[config.mk]
export PLATFORM = sky130hd
export DESIGN_NAME = fetch_pc_unit
export DESIGN_NICKNAME = d
export VERILOG_FILES = /design/src/rtl/cpu_defs_pkg.sv /design/src/rtl/next_pc_sel.sv /design/src/rtl/fetch_pc_unit.sv
export SDC_FILE = /design/constraint.sdc
export NUM_CORES = 1
export LEC_CHECK = 0
export CAP_MARGIN = 5
export CELL_PAD_IN_SITES_DETAIL_PLACEMENT = 0
export CELL_PAD_IN_SITES_GLOBAL_PLACEMENT = 1
export CORE_AREA = 2 2 185 132
export CTS_BUF_LIST = sky130_fd_sc_hd__clkbuf_4
export CTS_CLUSTER_SIZE = 25
export DETAILED_ROUTE_END_ITERATION = 7
export DIE_AREA = 0 0 187 134
export GPL_TIMING_DRIVEN = 0
export PLACE_DENSITY = 0.83
export SKIP_CTS_REPAIR_TIMING = 1
export SLEW_MARGIN = 20
export SYNTH_ARGS = -nofsm -noshare
export SYNTH_HDL_FRONTEND = slang
export SYNTH_SLANG_ARGS = --single-unit
export TNS_END_PERCENT = 10
[constraint.sdc]
create_clock -name clk -period 1.69 [get_ports clk]
set_input_delay 0.2535 -clock clk [delete_from_list [all_inputs] [get_ports clk]]
set_output_delay 0.2535 -clock clk [all_outputs]
set_load 0.03 [all_outputs]
[src/rtl/cpu_defs_pkg.sv]
// Shared CPU definitions: PC source encodings, fetch FSM states and jump-target layout.
package cpu_defs_pkg;

    localparam int unsigned XLEN         = 32;
    localparam int unsigned JUMP_SHIFT   = 2;
    localparam int unsigned JUMP_IDX_W   = 26;
    localparam int unsigned JUMP_UPPER_W = XLEN - JUMP_IDX_W - JUMP_SHIFT;

    typedef enum logic [1:0] {
        PCSRC_BRANCH = 2'd0,
        PCSRC_JUMP   = 2'd1,
        PCSRC_SEQ    = 2'd2,
        PCSRC_REG    = 2'd3
    } pc_src_e;

    typedef enum logic [1:0] {
        FETCH_IDLE = 2'd0,
        FETCH_WAIT = 2'd1,
        FETCH_ERR  = 2'd2
    } fetch_state_e;

    // PC write held back until the fetch it was issued with completes
    typedef struct packed {
        logic            we;
        logic [XLEN-1:0] pc;
    } pc_update_t;

    function automatic logic is_aligned(input logic [1:0] addr_lsb);
        return addr_lsb == 2'b00;
    endfunction

endpackage

[src/rtl/next_pc_sel.sv]
// Next-PC source mux and branch-taken decode; purely combinational.
module next_pc_sel
    import cpu_defs_pkg::*;
(
    input  logic [1:0]              pc_src,
    input  logic                    ben,
    input  logic                    beqbne,
    input  logic                    zero,
    input  logic [JUMP_UPPER_W-1:0] pc_upper,
    input  logic [JUMP_IDX_W-1:0]   jump_idx,
    input  logic [XLEN-1:0]         alu_result,
    input  logic [XLEN-1:0]         alu_out_q,
    input  logic [XLEN-1:0]         reg_a,
    output logic [XLEN-1:0]         next_pc_c,
    output logic                    taken_c
);

    logic [XLEN-1:0] jump_target;

    assign jump_target = {pc_upper, jump_idx, {JUMP_SHIFT{1'b0}}};
    assign taken_c     = ben & (zero ^ beqbne);

    always_comb begin
        next_pc_c = alu_result;
        case (pc_src_e'(pc_src))
            PCSRC_BRANCH: next_pc_c = alu_out_q;
            PCSRC_JUMP:   next_pc_c = jump_target;
            PCSRC_SEQ:    next_pc_c = alu_result;
            PCSRC_REG:    next_pc_c = reg_a;
            default:      next_pc_c = alu_result;
        endcase
    end

endmodule

[src/rtl/fetch_pc_unit.sv]
// Program counter, instruction register and instruction-memory fetch handshake
// with ack timeout and misalignment detection.
module fetch_pc_unit
    import cpu_defs_pkg::*;
#(
    parameter logic [31:0]  RESET_PC = 32'h0000_0000,
    parameter int unsigned  MAX_WAIT = 16
) (
    input  logic        clk,
    input  logic        reset_n,
    input  logic        PC_WE,
    input  logic        IR_WE,
    input  logic [1:0]  PCSrc,
    input  logic        BEN,
    input  logic        BEQBNE,
    input  logic        zero,
    input  logic [31:0] alu_result,
    input  logic [31:0] alu_out_q,
    input  logic [31:0] reg_a,
    output logic        imem_req,
    output logic [31:0] imem_addr,
    input  logic        imem_ack,
    input  logic [31:0] imem_rdata,
    output logic [31:0] instruction,
    output logic [31:0] pc,
    output logic        stall,
    output logic        fetch_err
);

    localparam int unsigned CNT_W = $clog2(MAX_WAIT + 1);

    fetch_state_e     state, state_d;
    logic [CNT_W-1:0] wait_cnt, wait_cnt_d;
    logic [XLEN-1:0]  pc_q, pc_d;
    logic [XLEN-1:0]  instr_q, instr_d;
    logic [XLEN-1:0]  addr_q, addr_d;
    logic             req_q, req_d;
    logic             err_q, err_d;
    pc_update_t       pend_q, pend_d;

    logic [XLEN-1:0]  next_pc_c;
    logic             taken_c;
    logic             pc_write_c;

    next_pc_sel u_next_pc_sel (
        .pc_src     (PCSrc),
        .ben        (BEN),
        .beqbne     (BEQBNE),
        .zero       (zero),
        .pc_upper   (pc_q[XLEN-1 -: JUMP_UPPER_W]),
        .jump_idx   (instr_q[JUMP_IDX_W-1:0]),
        .alu_result (alu_result),
        .alu_out_q  (alu_out_q),
        .reg_a      (reg_a),
        .next_pc_c  (next_pc_c),
        .taken_c    (taken_c)
    );

    assign pc_write_c = PC_WE | taken_c;

    // Next-state and next-register values
    always_comb begin
        state_d    = state;
        wait_cnt_d = wait_cnt;
        pc_d       = pc_q;
        instr_d    = instr_q;
        addr_d     = addr_q;
        req_d      = req_q;
        err_d      = err_q;
        pend_d     = pend_q;

        case (state)
            FETCH_IDLE: begin
                if (IR_WE) begin
                    if (is_aligned(pc_q[1:0])) begin
                        state_d    = FETCH_WAIT;
                        req_d      = 1'b1;
                        addr_d     = pc_q;
                        wait_cnt_d = '0;
                        pend_d.we  = pc_write_c;
                        pend_d.pc  = next_pc_c;
                    end else begin
                        state_d = FETCH_ERR;
                        err_d   = 1'b1;
                    end
                end else if (pc_write_c) begin
                    pc_d = next_pc_c;
                end
            end
            FETCH_WAIT: begin
                // An ack on the final allowed cycle still completes the fetch
                if (imem_ack) begin
                    state_d    = FETCH_IDLE;
                    req_d      = 1'b0;
                    instr_d    = imem_rdata;
                    wait_cnt_d = '0;
                    if (pend_q.we) begin
                        pc_d = pend_q.pc;
                    end
                end else if (wait_cnt == CNT_W'(MAX_WAIT - 1)) begin
                    state_d    = FETCH_ERR;
                    req_d      = 1'b0;
                    err_d      = 1'b1;
                    wait_cnt_d = '0;
                end else begin
                    wait_cnt_d = wait_cnt + CNT_W'(1);
                end
            end
            FETCH_ERR: begin
                state_d = FETCH_ERR;
            end
            default: begin
                state_d = FETCH_ERR;
                req_d   = 1'b0;
                err_d   = 1'b1;
            end
        endcase
    end

    always_ff @(posedge clk or negedge reset_n) begin
        if (!reset_n) begin
            state    <= FETCH_IDLE;
            wait_cnt <= '0;
            pc_q     <= RESET_PC;
            instr_q  <= '0;
            addr_q   <= '0;
            req_q    <= 1'b0;
            err_q    <= 1'b0;
            pend_q   <= '0;
        end else begin
            state    <= state_d;
            wait_cnt <= wait_cnt_d;
            pc_q     <= pc_d;
            instr_q  <= instr_d;
            addr_q   <= addr_d;
            req_q    <= req_d;
            err_q    <= err_d;
            pend_q   <= pend_d;
        end
    end

    assign stall       = (state != FETCH_IDLE) | IR_WE;
    assign pc          = pc_q;
    assign instruction = instr_q;
    assign imem_req    = req_q;
    assign imem_addr   = addr_q;
    assign fetch_err   = err_q;

endmodule

After elaboration in Yosys (flattened, before gate mapping)
Index checks and enable logic that the tools add are counted.

$add $sub $neg: 1. Equality and inequality tests: 16. Muxes and demuxes: 26. Bitwise gates (word level): 5. Reductions and logical operators: 12.

Operator list (count): $mux 32 (4); $pmux 32 s4 (1); $pmux 32 s2 (1); $mux 5 (4); $ne 2x2->1 const B (9); $pmux 5 s2 (1); $reduce_and 5->1 (2); $mux 1 (8); $mux 2 (4); $eq 2x2->1 const B (3); $logic_not 2->1 (3); $pmux 1 s3 (2); $reduce_and 3->1 (2); $add 5x1->5 const B (1); $eq 5x4->1 const B (1); $eq 2x1->1 const B (2); $pmux 2 s2 (1); $reduce_and 2->1 (2); $reduce_and 4->1 (1); $reduce_bool 2->1 (2); $ne 3x3->1 const B (1); $or 1x1->1 (2); $and 1x1->1 (1); $not 1->1 (1); $xor 1x1->1 (1).

Register bits: 138. Input port bits: 138. Output and inout bits: 99. Word-level logic and storage cells: 69.

Longest topological paths before layout
Gate-level depths: netlist of the first run.

Depth after elaboration: 6. Gate-level depth with buffers: 7. Depth with buffers taken out: 5.

By module
From an unflattened synthesis of the first run, not the netlist that was laid out.

Cells, all modules: 400. Area, all modules: 6466.2 µm².

Modules (own cells, without submodules): fetch_pc_unit (times used 1, cells each 354, area each 5645.4 µm², sequential area each 3453.3 µm²); next_pc_sel (times used 1, cells each 46, area each 820.8 µm², sequential area each 0.0 µm²).

Worst setup path after synthesis of the first run
Ideal clock, no wire load.

Kind: register to register. Start point: register state[0]. End point: register pc_q[17], in the netlist pc[17]. Library setup time: 0.125 ns. Data arrival time: 1.519 ns. Data required time: 1.565 ns. Slack: 0.046 ns. Cell stages (with the launch flop): 7. Buffers on the path: 2. Clock period less this slack: 1.644 ns. Path through: dfrtp_1 buf_4 nor2_1 a31oi_1 a211oi_2 buf_4 mux2_2.

Longest elaborated chain between the ends: 3. Elaborated cells between the ends (all ways): 9. Classes of those cells: eq/ne (5); mux (1); reduce/logical (3).

Ends and longest elaborated chain: start: declaration (line fetch_pc_unit.sv:32) `fetch_state_e state, state_d;`; start signal: assignment (line fetch_pc_unit.sv:131) `state <= state_d;`; $eq 2x1->1 / $logic_not 2->1 (equally long branches) (line fetch_pc_unit.sv:72) `case (state)`; $ne 2x2->1 (no line) / $reduce_bool 2->1 (equally long branches); $reduce_and 5->1 (no line); end signal: assignment (line fetch_pc_unit.sv:133) `pc_q <= pc_d;`; end: declaration (line fetch_pc_unit.sv:34) `logic [XLEN-1:0] pc_q, pc_d;`.

Parallel ways exist; a longest one is shown, timed or not. A chain may end at the register's enable or synchronous reset.

Worst setup path in the final report of the first run
Start point: register state[0]. End point: output port stall.

Longest elaborated chain between the ends: 2.

Ends and longest elaborated chain: $reduce_bool 2->1 (line fetch_pc_unit.sv:142) `assign stall = (state != FETCH_IDLE) | IR_WE;`; $or 1x1->1 (line fetch_pc_unit.sv:142); end: declaration (line fetch_pc_unit.sv:26) `output logic stall,`.

Every way passes these cells.

==> results of run 1 <==
==> worst min path at each step <==
stage                                     to  slack [ns]  depth (start not counted)
global placement      pend_q[26]$_DFFE_PN0P_        0.46                          2
detailed placement  imem_addr[6]$_DFFE_PN0P_        0.23                          1
finish              imem_addr[6]$_DFFE_PN0P_        0.21                          2
global route           pend_q[9]$_DFFE_PN0P_        0.19                          2
CTS                 imem_addr[7]$_DFFE_PN0P_       -0.44                          1
floorplan              fetch_err$_DFFE_PN0P_       -0.04                          0
==> cell families after synthesis <==
| logic type | synth area share [%] |
|---|---|
| multiplexers | 24.8 |
| AO/OA/AOI/OAI | 9.96 |
| adder cells (fa/ha/maj) | 0.181 |
| flip-flops | 50.1 |
| XOR/XNOR | 0.127 |
| buffers and inverters | 3.68 |
| AND/OR/NAND/NOR | 11.2 |
==> metrics by stage <==
| stage | std cells | hold WS [ns] | power (mW) | utilization, % | setup TNS [ns] |
|---|---|---|---|---|---|
| after detailed placement | 1151 | 0.227 | 6.99 | 41.5 | -73.92 |
| after CTS | 1183 | -0.441 | 9.25 | 42.7 | -67.62 |
| after global routing | 1186 | 0.194 | 9.64 | 44.3 | -8.86 |
| after floorplan | 597 | -0.0421 | 5.57 | - | 0 |
| final | 1186 | 0.210 | 9.14 | 44.3 | -4.67 |
| after global placement | 1150 | 0.462 | 6.94 | 41.3 | -860.78 |
==> per-layer routing <==
metal  GRT usage, %  vias up  wire length, um
met5              0        -                0
met4           4.98        0              304
met3           5.49       21             1480
met2           28.0      197            10100
met1           25.4     2859            10900
li1               -     2677                -
==> cells in the mapped netlist, drive strengths merged <==
| cell | count |
|---|---|
| inv | 5 |
| ha | 1 |
| nand3 | 4 |
| nor2 | 48 |
| buf | 26 |
| or3 | 1 |
| mux2 | 102 |
| a22o | 1 |
| and2 | 24 |
| a211oi | 10 |
| a221oi | 21 |
| o21ai | 20 |
| dfrtp | 138 |
| and4b | 1 |
| a41o | 21 |
| o21bai | 1 |
| a31oi | 3 |
| a21oi | 13 |
| clkbuf | 20 |
| o22ai | 2 |
| mux2i | 56 |
| nand3b | 1 |
| nor3 | 2 |
| nor2b | 2 |
| nand2b | 22 |
| nor3b | 10 |
| xor2 | 1 |
| nand2 | 40 |
| or4 | 1 |
==> critical path, cell delays in order, from the launching register on <==
cell and delay, ns:
dfrtp_1 0.40, buf_6 0.13, or3_1 0.35, buf_2 0.19
==> state kept, by name, indices dropped and copies added, names as in the netlist <==
register / cells
fetch_err: 1
imem_addr: 32
state: 2
imem_req: 1
wait_cnt: 5
pend_q: 33
instruction: 32
pc: 32
==> final cells by class <==
type / count / area (um2)
Timing Repair Buffer: 239 / 2620
Multi-Input combinational cell: 408 / 3270
Tap cell: 318 / 398
Clock buffer: 17 / 128
Clock inverter: 15 / 151
Sequential cell: 138 / 3450
Inverter: 5 / 18.8
Fill cell: 2210 / 13000
Buffer: 46 / 307
==> power groups by stage <==
stage / Sequential [mW] / Combinational, mW / Clock (mW)
4_1_cts: 4.11 / 2.83 / 2.31
3_5_place_dp: 4.17 / 2.82 / 0
2_1_floorplan: 4.78 / 0.788 / 0
5_1_grt: 4.18 / 3.00 / 2.47
3_3_place_gp: 4.15 / 2.79 / 0
6_report: 4.10 / 2.80 / 2.24
==> impl_metrics.tcl, run 1 <==
set metrics [dict create \
    wl_um 22800 \
    port_buffers 235 \
    ctsLongestPathBuffers 2 \
    ant_nets 0 \
    path_clk_slew_ns 0.13 \
    drive_above_1_share_pct 20.9 \
    critPathMaxFanout 10 \
    grt_use_total_pct 18.4 \
    p_per_area_nw_per_um2 883 \
    ir_drop_v 0.000496 \
    yosysUniqueCellTypes 33 \
    fmax_mhz 525 \
    antenna_found_initial 0 \
    p_leak_nw 6.19 \
    clockPowerShare_pct 24.5 \
    ys_seq_area_share_pct 50.1 \
    cp_data_required_time_ns 1.44 \
    worst_setup_path_end_kind "output port" \
    yosys.area.top_type_share_pct 50.1 \
    core_um2 23300 \
    crit-reg2reg-launch "state[0]$_DFFE_PN0P_" \
    crit_path_start_kind "flop" \
    drt-wirelength-per-cell_um 19.2 \
    fin_crit_sh_pct 113 \
    failed_checks "negative setup slack" \
    switching_share_pct 34.3 \
    p_int_mw 6.00 \
    grt_pass1_vias 5971 \
    postSynthAreaPerCell_um2 11.6 \
    cp-startpoint "state[0]$_DFFE_PN0P_" \
    nets 994 \
    num_antenna_cells 0 \
    drt-vias-per-instance 4.85 \
    maxCapViolCount 0 \
    grt_pass1_wl_um 35100 \
    min_path_type "input port to async pin" \
    p_comb_share_pct 30.7 \
    dp_slack_ns -0.843 \
    dieArea_um2 25100 \
    fp-row-count 47 \
    setup_ws_ns -0.215 \
    post-route-cell-area_um2 10400 \
    synth_cells 597 \
    clock_latency_ns 0.58 \
    arrival_ns 1.65 \
    dr.pass1.iters 5 \
    final_cell_mix "137 x dfrtp_1, 135 x clkdlybuf4s50_1, 94 x dlymetal6s2s_1, 89 x mux2_2, 56 x mux2i_1" \
    cts_buffers 17 \
    layout_commonest_cell "dfrtp_1" \
    synth_area_leaders "dfrtp_1 50%, mux2_2 17%, mux2i_1 8.1%" \
    grt_max_degree 80 \
    area_growth_pct 50.1 \
    hpwl_um 16400 \
    skew_ns 0.0185 \
    crit_type "flop to output port" \
    cp-endpoint "stall" \
    reg2reg_to "pc[6]$_DFFE_PN0P_" \
    yosysTopAreaCell "dfrtp_1" \
    start_util_pct 29.5 \
    ys.warnings.count 0 \
    die_w_um 187 \
    period_needed_ns 1.90 \
    drv_slew 0 \
    power_frac_seq_pct 44.9 \
    die_h_um 134 \
    worstMarginPinSlew_ns 0.625 \
    reg2reg_slack_ns -0.19 \
    cts_tree "built" \
    cts-htree-levels 4 \
    ff2ff_path_depth 6 \
    gp_congestion 0.824 \
    via_count 5754 \
    hold_violations 0 \
    cts_root_buf "clkbuf_4" \
    drc_errors 0 \
    placed_area_um2 9680 \
    outcome "complete, but fails checks" \
    synth_nets 736 \
    ys_seq_elements 138 \
    synth_area_um2 6900 \
    io_pins 237 \
    drt_iter0_drc 289 \
    max-slew-margin-rel_pct 57.9 \
    clock_sinks 138 \
    setup_viol 40 \
    grt-ovfl-total 0 \
    rsz0062_at_grt "true" \
    p_sw_mw 3.14 \
]
Power figures use the tool's default switching activity.
==> run 2, diff against run 1 <==
--- a/config.mk
+++ b/config.mk
@@ -14,7 +14,8 @@
 export DETAILED_ROUTE_END_ITERATION = 7
 export DIE_AREA = 0 0 187 134
 export GPL_TIMING_DRIVEN = 0
-export PLACE_DENSITY = 0.83
+export PLACE_DENSITY = 0.8
+export SETUP_SLACK_MARGIN = 0.2
 export SKIP_CTS_REPAIR_TIMING = 1
 export SLEW_MARGIN = 20
 export SYNTH_ARGS = -nofsm -noshare
==> constraint.sdc (replaced) <==
create_clock -name clk -period 2.3 [get_ports clk]
set_input_delay 0.345 -clock clk [delete_from_list [all_inputs] [get_ports clk]]
set_output_delay 0.345 -clock clk [all_outputs]
set_load 0.03 [all_outputs]
==> run 2 against run 1 <==
Compared with the run above:
- the flow now finishes without violations
- via count fell by 0.35%
- clock skew grew 0.0073 ns
- register-to-register slack gained 0.43 ns
- critical path depth decreased by 2
- die area is the same
- total power fell by 28%
- sequential share of layout area up 1.3 points
==> impl_metrics.tcl, run 2 (synthesis results as in run 1) <==
set metrics [dict create \
    area_growth_pct 44.5 \
    drv_slew 0 \
    wl_um 23100 \
    grt_pass1_wl_um 36000 \
    worst_setup_path_end_kind "output port" \
    hold_ws_ns 0.286 \
    slowest_stage "clkdlybuf4s50_1" \
    clock_latency_ns 0.58 \
    grt_pass1_vias 6141 \
    power_mw 6.63 \
    grt-ovfl-total 0 \
    use_met1_pct 26.6 \
    worstPathCellList "clkdlybuf4s50_1" \
    dieArea_um2 25100 \
    crit-reg2reg-launch "state[0]$_DFFE_PN0P_" \
    fmax_mhz 468 \
    drt-wirelength-per-cell_um 19.5 \
    via_count 5734 \
    hpwl_um 16700 \
    die_h_um 134 \
    ir_drop_v 0.000472 \
    hold_violations 0 \
    drt_iter0_drc 343 \
    cpLargestDelayFamily "buffers and inverters" \
    cp_data_required_time_ns 1.96 \
    drt-vias-per-instance 4.84 \
    worstMarginPinSlew_ns 0.687 \
    crit_type "flop to output port" \
    top_register "pend_q" \
    period_needed_ns 2.14 \
    layout_commonest_cell "clkdlybuf4s50_1" \
    arrival_ns 1.79 \
    rsz0062_at_grt "true" \
    outcome "finished, final reports clean" \
    grtUsageMet2_pct 28.9 \
    port_buffers 235 \
    max-slew-margin-rel_pct 54.2 \
    ant_nets 0 \
    path_clk_slew_ns 0.13 \
    reg2reg_to "instruction[13]$_DFFE_PN0P_" \
    p_leak_nw 4.62 \
    cts_root_buf "clkbuf_4" \
    max_stage_delay_ns 0.74 \
    core_um2 23300 \
    drc_errors 0 \
    worst-path-buf-inv 1 \
    maxCapViolCount 0 \
    gp_congestion 0.820 \
    critPathMaxFanout 4 \
    cts-htree-levels 4 \
    min_path_type "input port to async pin" \
    placedCellCount 1151 \
    nets 992 \
    ff2ff_path_depth 6 \
    fillCellCount 2218 \
    setup_tns_ns 0 \
    io_pins 237 \
    final_cell_mix "233 x clkdlybuf4s50_1, 138 x dfrtp_1, 102 x mux2_2, 56 x mux2i_1, 48 x nor2_1" \
    start_util_pct 29.5 \
    grt_use_total_pct 18.9 \
    grt-busiest-layer "met2" \
    ctsLongestPathBuffers 2 \
    fp-row-count 47 \
    cts_buffers 17 \
    antenna_found_initial 0 \
    fin_cells 1185 \
    setup_viol 0 \
    crit_path_start_kind "flop" \
    met3_usage_pct 5.39 \
    grt_max_degree 84 \
    drive_above_1_share_pct 18.9 \
    cts_tree "built" \
    largest_register_ffs 33 \
    die_w_um 187 \
    p_per_area_nw_per_um2 665 \
    reg2reg_slack_ns 0.24 \
    skew_ns 0.0258 \
    fin_crit_sh_pct 92.9 \
    clock_sinks 138 \
    dr.pass1.iters 4 \
]
## run 2: cell count changes in the layout (fill, tap and decap cells not counted), moves of 4 or more
cell / change
mux2_2: +13
clkbuf_1: +6
dlymetal6s2s_1: -93
clkbuf_2: -4
clkinv_4: -4
buf_6: -10
clkdlybuf4s50_1: +98
mux2_4: -13
## run 2: where the power goes
part	switching, mW	total, mW	internal, mW	leakage [nW]
Combinational	1.06	2.08	1.01	2.66
Sequential	0.253	3.02	2.77	1.82
Clock	0.964	1.53	0.563	0.134
## run 2: metrics by stage
| step | setup slack (ns) | cell area (um2) | util (%) |
|---|---|---|---|
| after floorplan | 0.656 | 6900 | - |
| after global placement | -5.06 | 9650 | 41.3 |
| after detailed placement | -0.280 | 9680 | 41.5 |
| after CTS | -0.218 | 9930 | 42.5 |
| after global routing | 0.0875 | 9960 | 42.7 |
| final | 0.163 | 9970 | 42.7 |
## run 2: cell type report
type | instances | area [um2] | share of cell area, %
clock inverter | 12 | 101 | 1.02
antenna | 1 | 2.50 | 0.0251
sequential | 138 | 3450 | 34.7
buffer | 46 | 239 | 2.40
multi-input combinational | 408 | 3210 | 32.2
clock buffer | 20 | 150 | 1.51
inverter | 5 | 18.8 | 0.188
timing repair buffer | 237 | 2400 | 24.1
tap | 318 | 398 | 3.99
## run 2: routing by layer
layer | vias up | part of all wire, %
met2 | 205 | 45
met3 | 24 | 6.6
met4 | 0 | 1.1
met1 | 2842 | 48
li1 | 2663 | -
met5 | - | 0
## run 2: worst max path at each step
stage                         start                         to  slack (ns)  cells past startpoint
2_1_floorplan  state[0]$_DFFE_PN0P_         pc[17]$_DFFE_PN0P_        0.66                      6
5_1_grt           pc[0]$_DFFE_PN0P_                      pc[0]        0.09                      1
6_report          pc[0]$_DFFE_PN0P_                      pc[0]        0.16                      1
4_1_cts        state[0]$_DFFE_PN0P_                      stall       -0.22                      3
3_5_place_dp                  IR_WE      pend_q[2]$_DFFE_PN0P_       -0.28                      7
3_3_place_gp                reset_n  imem_addr[21]$_DFFE_PN0P_       -5.06                      1
==> run 3, diff against run 2 <==
--- a/config.mk
+++ b/config.mk
@@ -14,6 +14,7 @@
 export DETAILED_ROUTE_END_ITERATION = 7
 export DIE_AREA = 0 0 187 134
 export GPL_TIMING_DRIVEN = 0
+export MAX_ROUTING_LAYER = met4
 export PLACE_DENSITY = 0.8
 export SETUP_SLACK_MARGIN = 0.2
 export SKIP_CTS_REPAIR_TIMING = 1
==> run 3 against run 2 <==
Compared with the run above:
- clock-buffer cell count unchanged
- flip-flop and latch count unchanged
- first-iteration DRC count decreased by 15%
- global-route usage rose by 0.59 points
- utilization hardly changed
- critical endpoint is now pc[6]$_DFFE_PN0P_
- hold slack gained 0.0098 ns
- sequential share of layout area hardly changed
- setup slack worse by 0.027 ns
- combinational power hardly changed
- sequential power is essentially flat
- total power is 0.22% lower
- highest routed layer unchanged
- critical path depth rose by 5
- largest power group unchanged
==> impl_metrics.tcl, run 3 (synthesis results as in run 1) <==
set metrics [dict create \
    grt_pass1_vias 6159 \
    fin_crit_sh_pct 94.1 \
    ant_nets 0 \
    drv_slew 0 \
    post-route-cell-area_um2 9960 \
    clock_sinks 138 \
    drc_errors 0 \
    cts_buffers 17 \
    maxCapViolCount 0 \
    clock_latency_ns 0.57 \
    max_stage_delay_ns 0.63 \
    area_growth_pct 44.4 \
    fmax_mhz 462 \
    outcome "finished, final reports clean" \
    worst-path-buf-inv 2 \
    min_path_type "input port to async pin" \
    die_h_um 134 \
    max-slew-margin-rel_pct 53.0 \
    cpLargestDelayFamily "compound AO/OA/AOI/OAI gates" \
    io_pins 237 \
    ctsLongestPathBuffers 2 \
    period_needed_ns 2.16 \
    port_buffers 235 \
    switching_share_pct 34.3 \
    fin_cells 1185 \
    drt-wirelength-per-cell_um 19.6 \
    placedCellCount 1151 \
    placed_area_um2 9680 \
    worstMarginPinSlew_ns 0.704 \
    drt_iter0_drc 291 \
    worstPathCellList "buf_4 > nor2_1 > a31oi_1 > a211oi_2 > buf_4 > mux2_2" \
    p_leak_nw 4.63 \
    p_int_mw 4.34 \
    path_clk_slew_ns 0.13 \
    clockPowerShare_pct 22.9 \
    top_layer "met4" \
    rsz0062_at_grt "true" \
    worst_setup_path_end_kind "flop" \
    grt_pass1_wl_um 35900 \
    grt-ovfl-total 0 \
    setup_tns_ns 0 \
    hold_violations 0 \
    final_cell_mix "232 x clkdlybuf4s50_1, 138 x dfrtp_1, 102 x mux2_2, 56 x mux2i_1, 48 x nor2_1" \
    p_comb_share_pct 31.4 \
    drt-vias-per-instance 4.85 \
    setup_ws_ns 0.137 \
    grt_use_total_pct 19.5 \
    setup_viol 0 \
    dp_slack_ns -0.280 \
    die_w_um 187 \
    start_util_pct 29.5 \
    antenna_found_initial 0 \
    routed-wl-met3_um 1320 \
    crit_top_cell "buf_4" \
    p_sw_mw 2.27 \
    skew_ns 0.0230 \
    cts-htree-levels 4 \
    gp_congestion 0.833 \
    crit_path_start_kind "flop" \
    ir_drop_v 0.000471 \
    largest_register_ffs 33 \
    p_per_area_nw_per_um2 664 \
    top_register "pend_q" \
    drive_above_1_share_pct 18.8 \
    arrival_ns 2.61 \
    met2_length_um 10300 \
    wl_um 23200 \
    dr.pass1.iters 5 \
    crit_type "flop to flop" \
    dieArea_um2 25100 \
    nets 992 \
    layout_commonest_cell "clkdlybuf4s50_1" \
    hold_ws_ns 0.296 \
    slowest_stage "a211oi_2" \
    hpwl_um 16700 \
    cts_root_buf "clkbuf_4" \
    wl_met1_um 11300 \
    cts_tree "built" \
    cp_data_required_time_ns 2.75 \
    core_um2 23300 \
    fp-row-count 47 \
    via_count 5752 \
    power_frac_seq_pct 45.7 \
    critPathMaxFanout 10 \
    grt_max_degree 84 \
]
run 3: area by class of cell:
cell class / instances / area [um2]
diodes: 1 / 2.50
plain buffers: 46 / 238
clock buffers: 20 / 150
clock inverters: 12 / 101
fillers: 2218 / 13400
inverters: 5 / 18.8
multi-input cells: 408 / 3200
flip-flops and latches: 138 / 3450
well taps: 318 / 398
repair buffers: 237 / 2400
run 3: path summary, 6_finish.rpt:
kind,start,end,slack [ns],cells past startpoint
worst max-delay path,state[0]$_DFFE_PN0P_,pc[6]$_DFFE_PN0P_,0.14,6
worst min-delay path,reset_n,imem_addr[4]$_DFFE_PN0P_,0.30,2
worst max register to register,state[0]$_DFFE_PN0P_,pc[6]$_DFFE_PN0P_,0.14,6
worst min register to register,pend_q[28]$_DFFE_PN0P_,pend_q[28]$_DFFE_PN0P_,0.50,2
max in group asynchronous,reset_n,instruction[16]$_DFFE_PN0P_,1.23,3
min in group clk,imem_rdata[25],instruction[25]$_DFFE_PN0P_,0.38,2
run 3: through the flow:
step | power, mW | utilization, %
2_1_floorplan | 4.09 | -
3_5_place_dp | 5.14 | 41.5
3_3_place_gp | 5.10 | 41.3
4_1_cts | 6.70 | 42.5
6_report | 6.61 | 42.7
5_1_grt | 6.95 | 42.6
run 3: routing by layer:
metal / up-vias / GRT usage [%]
li1: 2663 / -
met1: 2856 / 27.0
met2: 219 / 29.0
met3: 14 / 5.02
met4: 0 / 3.70
met5: - / -
run 3: power by group through the flow:
stage	registers [mW]	logic, mW	clock network, mW
5_1_grt	3.08	2.20	1.68
6_report	3.02	2.08	1.51
3_5_place_dp	3.07	2.08	0
2_1_floorplan	3.51	0.579	0
4_1_cts	3.02	2.09	1.59
3_3_place_gp	3.05	2.05	0
